**config.mk**
```make
export PLATFORM = sky130hd
export DESIGN_NAME = serial_bit_feeder
export DESIGN_NICKNAME = d
export VERILOG_FILES = /design/src/rtl/serial_bit_feeder.sv
export SDC_FILE = /design/constraint.sdc
export NUM_CORES = 1
export LEC_CHECK = 0
export CAP_MARGIN = 5
export CORE_UTILIZATION = 50
export DETAILED_ROUTE_END_ITERATION = 8
export PLACE_DENSITY = 0.91
export SLEW_MARGIN = 20
export SYNTH_ARGS = -nofsm -noshare
export SYNTH_HDL_FRONTEND = slang
export SYNTH_SLANG_ARGS = --single-unit
```
**constraint.sdc**
```tcl
create_clock -name clk -period 2.5 [get_ports clk]
set_input_delay 0.75 -clock clk [delete_from_list [all_inputs] [get_ports clk]]
set_output_delay 0.75 -clock clk [all_outputs]
set_load 0.01 [all_outputs]
```
**src/rtl/serial_bit_feeder.sv**
```systemverilog
// serial_bit_feeder
//
// Takes parallel words over a valid/ready handshake and sends them out one
// bit per clock on a registered serial line (x_out), qualified by x_valid.
// When there is no payload the line sits at IDLE_LEVEL. If a new word is
// offered while the last bit of the current one is on the line, it is
// accepted and streamed right after, with no idle cycle in between.
//
// Parameters
//   WIDTH       bits per word (2..32)
//   MSB_FIRST   1: bit WIDTH-1 goes out first, 0: bit 0 goes out first
//   IDLE_LEVEL  line level when no payload bit is present
//
// Ports
//   clk        system clock, rising edge
//   reset      asynchronous, active-low reset
//   din        parallel word, sampled only on an accepting edge
//   din_valid  din holds a word
//   din_ready  a word can be taken this cycle (combinational: flush, state)
//   flush      synchronous abort of the word in flight
//   x_out      registered serial bit
//   x_valid    registered, x_out carries a payload bit
//   word_done  registered pulse while the last bit of a word is on x_out
//   busy       registered, high while a word is being shifted out
//
// state   | meaning
// --------+--------------------------------------------------------------
// S_IDLE  | no word loaded, line at IDLE_LEVEL
// S_SHIFT | word on the line; cnt_q = send-order index of the bit on x_out

module serial_bit_feeder #(
    parameter int unsigned WIDTH      = 8,
    parameter bit          MSB_FIRST  = 1'b1,
    parameter logic        IDLE_LEVEL = 1'b0
) (
    input  logic             clk,
    input  logic             reset,
    input  logic [WIDTH-1:0] din,
    input  logic             din_valid,
    output logic             din_ready,
    input  logic             flush,
    output logic             x_out,
    output logic             x_valid,
    output logic             word_done,
    output logic             busy
);

    localparam int unsigned      CNT_W    = $clog2(WIDTH);
    localparam logic [CNT_W-1:0] CNT_LAST = CNT_W'(WIDTH - 1);

    typedef enum logic {
        S_IDLE  = 1'b0,
        S_SHIFT = 1'b1
    } state_t;

    state_t             state_q, state_d;
    logic [CNT_W-1:0]   cnt_q, cnt_d;
    logic [WIDTH-1:0]   shreg_q, shreg_d;
    logic               x_out_q, x_out_d;
    logic               x_valid_q, x_valid_d;
    logic               word_done_q, word_done_d;

    logic               last_bit;
    logic               accept;

    // Bit that goes out first from a word, given the send order.
    function automatic logic first_bit(input logic [WIDTH-1:0] w);
        return MSB_FIRST ? w[WIDTH-1] : w[0];
    endfunction

    // Drop the bit that was just sent so the next one sits at the front.
    function automatic logic [WIDTH-1:0] advance(input logic [WIDTH-1:0] w);
        return MSB_FIRST ? {w[WIDTH-2:0], 1'b0} : {1'b0, w[WIDTH-1:1]};
    endfunction

    assign last_bit  = (state_q == S_SHIFT) && (cnt_q == CNT_LAST);
    assign din_ready = ~flush & ((state_q == S_IDLE) | last_bit);
    assign accept    = din_valid & din_ready;

    // The shift register holds the bits still to be sent; the bit on the
    // line is already in x_out_q, so a load stores the word advanced once.
    always_comb begin
        state_d   = state_q;
        cnt_d     = cnt_q;
        shreg_d   = shreg_q;
        x_out_d   = IDLE_LEVEL;
        x_valid_d = 1'b0;

        if (flush) begin
            state_d = S_IDLE;
            cnt_d   = '0;
            shreg_d = '0;
        end else if (accept) begin
            state_d   = S_SHIFT;
            cnt_d     = '0;
            shreg_d   = advance(din);
            x_out_d   = first_bit(din);
            x_valid_d = 1'b1;
        end else if (state_q == S_SHIFT) begin
            if (!last_bit) begin
                cnt_d     = cnt_q + CNT_W'(1);
                shreg_d   = advance(shreg_q);
                x_out_d   = first_bit(shreg_q);
                x_valid_d = 1'b1;
            end else begin
                state_d = S_IDLE;
                cnt_d   = '0;
            end
        end

        // Pulse together with the bit whose send-order index is WIDTH-1.
        word_done_d = (state_d == S_SHIFT) && (cnt_d == CNT_LAST);
    end

    always_ff @(posedge clk or negedge reset) begin
        if (!reset) begin
            state_q     <= S_IDLE;
            cnt_q       <= '0;
            shreg_q     <= '0;
            x_out_q     <= IDLE_LEVEL;
            x_valid_q   <= 1'b0;
            word_done_q <= 1'b0;
        end else begin
            state_q     <= state_d;
            cnt_q       <= cnt_d;
            shreg_q     <= shreg_d;
            x_out_q     <= x_out_d;
            x_valid_q   <= x_valid_d;
            word_done_q <= word_done_d;
        end
    end

    assign x_out     = x_out_q;
    assign x_valid   = x_valid_q;
    assign word_done = word_done_q;
    assign busy      = (state_q == S_SHIFT);

endmodule

```
==> impl_metrics.env <==
export IMPL_critPathMaxFanout=2
export IMPL_final_area_um2=868
export IMPL_crit_end="din_ready"
export IMPL_pre_cts_slack_ns=-0.111
export IMPL_dpl_cell_area_um2=843
export IMPL_track_usage=0.205
export IMPL_max_cap_violations=0
export IMPL_regToRegSetupSlack_ns=0.83
export IMPL_fin_util=0.676
export IMPL_crit_required_ns=1.75
export IMPL_die_w_um=39.1
export IMPL_multi_input_area_um2=313
export IMPL_synth_cell_type_count=21
export IMPL_yosysWarnings=0
export IMPL_cts_root_buf="clkbuf_4"
export IMPL_grt_pass1_wl_um=2050
export IMPL_first_pass_iters=4
export IMPL_antenna_found_initial=0
export IMPL_post_cts_buffers=0
export IMPL_finalCriticalPeriod_ns=2.34
export IMPL_setup_slack_ns=0.160
export IMPL_viasPerCell=5.36
export IMPL_path_buf_inv=2
export IMPL_vias=504
export IMPL_clock_sinks=13
export IMPL_yosysTopAreaCellShare=0.473
export IMPL_crit_type="input port to primary output"
export IMPL_final_cell_mix="15 x clkdlybuf4s50_1, 13 x nor2_1, 13 x dfrtp_1, 7 x mux2i_1, 4 x a211oi_2"
export IMPL_finalClockSkew_ns=0.000902
export IMPL_rows=13
export IMPL_final_common_cell="clkdlybuf4s50_1"
export IMPL_whs_ns=0.539
export IMPL_r2r_start="cnt_q[0]"
export IMPL_peakVddDrop_uv=360
export IMPL_syn_nets=75
export IMPL_areaGrowthSynthToFinish_pct=26.2
export IMPL_cp_num_cells=3
export IMPL_path_cells="clkdlybuf4s50_1 > nor2_1 > dlygate4sd2_1"
export IMPL_wl_um=1410
export IMPL_drive_above_1_share=0.165
export IMPL_status="completed"
export IMPL_endpoint_kind="primary output"
export IMPL_pin_count=17
export IMPL_dieArea_um2=1530
export IMPL_drtIter0Drc=7
export IMPL_die_y_um=39.1
export IMPL_power_density_nw_per_um2=519
export IMPL_worstHoldStart="shreg_q[7]"
export IMPL_portBuffers=16
export IMPL_tightest_slew_ns=0.614
export IMPL_leakage_nw=0.400
export IMPL_h_tree_depth=1
export IMPL_grt_max_degree=14
export IMPL_yosys_top_cells_area="dfrtp_1 47%, mux2i_1 10%, a211oi_2 7.3%"
export IMPL_synthCells=61
export IMPL_start_kind="input port"
export IMPL_initial_core_util=0.536
export IMPL_r2r_end="shreg_q[4]"
export IMPL_rsz0062_at_grt="no"
export IMPL_ys_seq_elements=13
export IMPL_maxSlewViolCount=0
export IMPL_gr_total_overflow=0
export IMPL_syn_avg_cell_area_um2=11.3
export IMPL_crit_start="flush"
export IMPL_grt_pass1_vias=419
export IMPL_relSlewSlack=0.589
export IMPL_drc=0
export IMPL_synth_seq_area_share=0.473
export IMPL_setup_viol=0
export IMPL_final_hold_viol_count=0
export IMPL_critPathMaxStageDelay_ns=0.43
export IMPL_crit_family="buffers and inverters"
export IMPL_ant_nets=0
export IMPL_fmaxAchievable_mhz=427
export IMPL_clock_path_buffers=2
export IMPL_fill_cells=101
export IMPL_cts_tree="done"
export IMPL_diodes=0
export IMPL_min_period_over_period=0.936
export IMPL_ctsHoldBuffers=0
export IMPL_dpl_hpwl_um=984
export IMPL_wl_per_cell_um=15.0
export IMPL_regArea_um2=325
export IMPL_cts_buffers=3
export IMPL_gp_congestion=0.786
export IMPL_min_path_type="flip-flop to flip-flop"
export IMPL_core_area_um2=1280
export IMPL_clkTransAtPathRegs_ns=0.08
export IMPL_nNetsFinal=94
export IMPL_yosysTopAreaCell="dfrtp_1"
export IMPL_cts_resized=1
export IMPL_crit_slowest_cell="clkdlybuf4s50_1"
export IMPL_critPathArrivalTime_ns=1.59
export IMPL_synth_area_um2=688
export IMPL_rr_worst_depth=5
export IMPL_clk_latency_ns=0.27
-- layer usage --
layer | share of wire | wire length (µm) | track usage
met3 | 0.038 | 53 | 0.0347
met5 | 0 | 0 | 0
met2 | 0.48 | 679 | 0.292
met4 | 0.0078 | 11 | 0.0776
met1 | 0.47 | 664 | 0.303
-- registers in the layout (all words and copies together) (netlist names) --
| signal | flops |
|---|---|
| shreg_q | 7 |
| x_valid | 1 |
| cnt_q | 3 |
| word_done | 1 |
| x_out | 1 |
-- cells in the mapped netlist --
library cell and count:
buf_6 3, a32oi_1 1, ha_1 2, mux2i_1 7, nor3_1 1, nand2_1 1, nor3b_2 1, dfrtp_1 13
a22oi_1 1, nand3_1 1, nor2b_4 1, a32o_2 1, a211oi_1 2, a211oi_2 4, buf_2 1, inv_1 1
nor3b_1 2, nand2b_1 1, a21oi_1 3, buf_4 1, nor2_1 13
-- worst reg2reg max path, cell delays in order, from the launching register on --
cell      delay (ns)
dfrtp_1         0.41
ha_1            0.21
ha_1            0.22
nand2b_1        0.39
nor2_1          0.23
a211oi_1        0.08
-- logic make-up (layout without fill, tap and decap cells) --
kind of cell    Yosys count  count (layout)  synth area share
simple gates             21              21             0.160
compound gates           12              12             0.156
fa+ha+maj                 2               2            0.0364
mux                       7               7             0.102
buf+inv                   6              24            0.0727
flops                    13              13             0.473
-- final cells by class --
cell class	instances	area share
inverters	1	0.00432
flip-flops and latches	13	0.375
repair buffers	19	0.209
well taps	15	0.0216
multi-input cells	42	0.360
clock buffers	4	0.0303
-- through the flow --
stage               cells  total power, mW  TNS (ns)
floorplan              61            0.284         0
global placement       90            0.317    -0.122
detailed placement     90            0.321    -0.111
CTS                    94            0.451         0
global route           94            0.466         0
finish                 94            0.451         0
-- power breakdown --
group | internal, mW | switching, mW
clock | 0.0618 | 0.0723
sequential | 0.222 | 0.00903
combinational | 0.0445 | 0.0405
total | 0.329 | 0.122
-- how the worst min path moves through the flow --
stage	to	slack, ns	cells past startpoint
2_1_floorplan	cnt_q[0]	0.45	0
3_3_place_gp	x_out	0.52	2
3_5_place_dp	x_out	0.52	2
4_1_cts	x_out	0.54	2
5_1_grt	x_out	0.56	2
6_report	x_out	0.54	2
No activity file was read; power rests on OpenSTA's default activity.
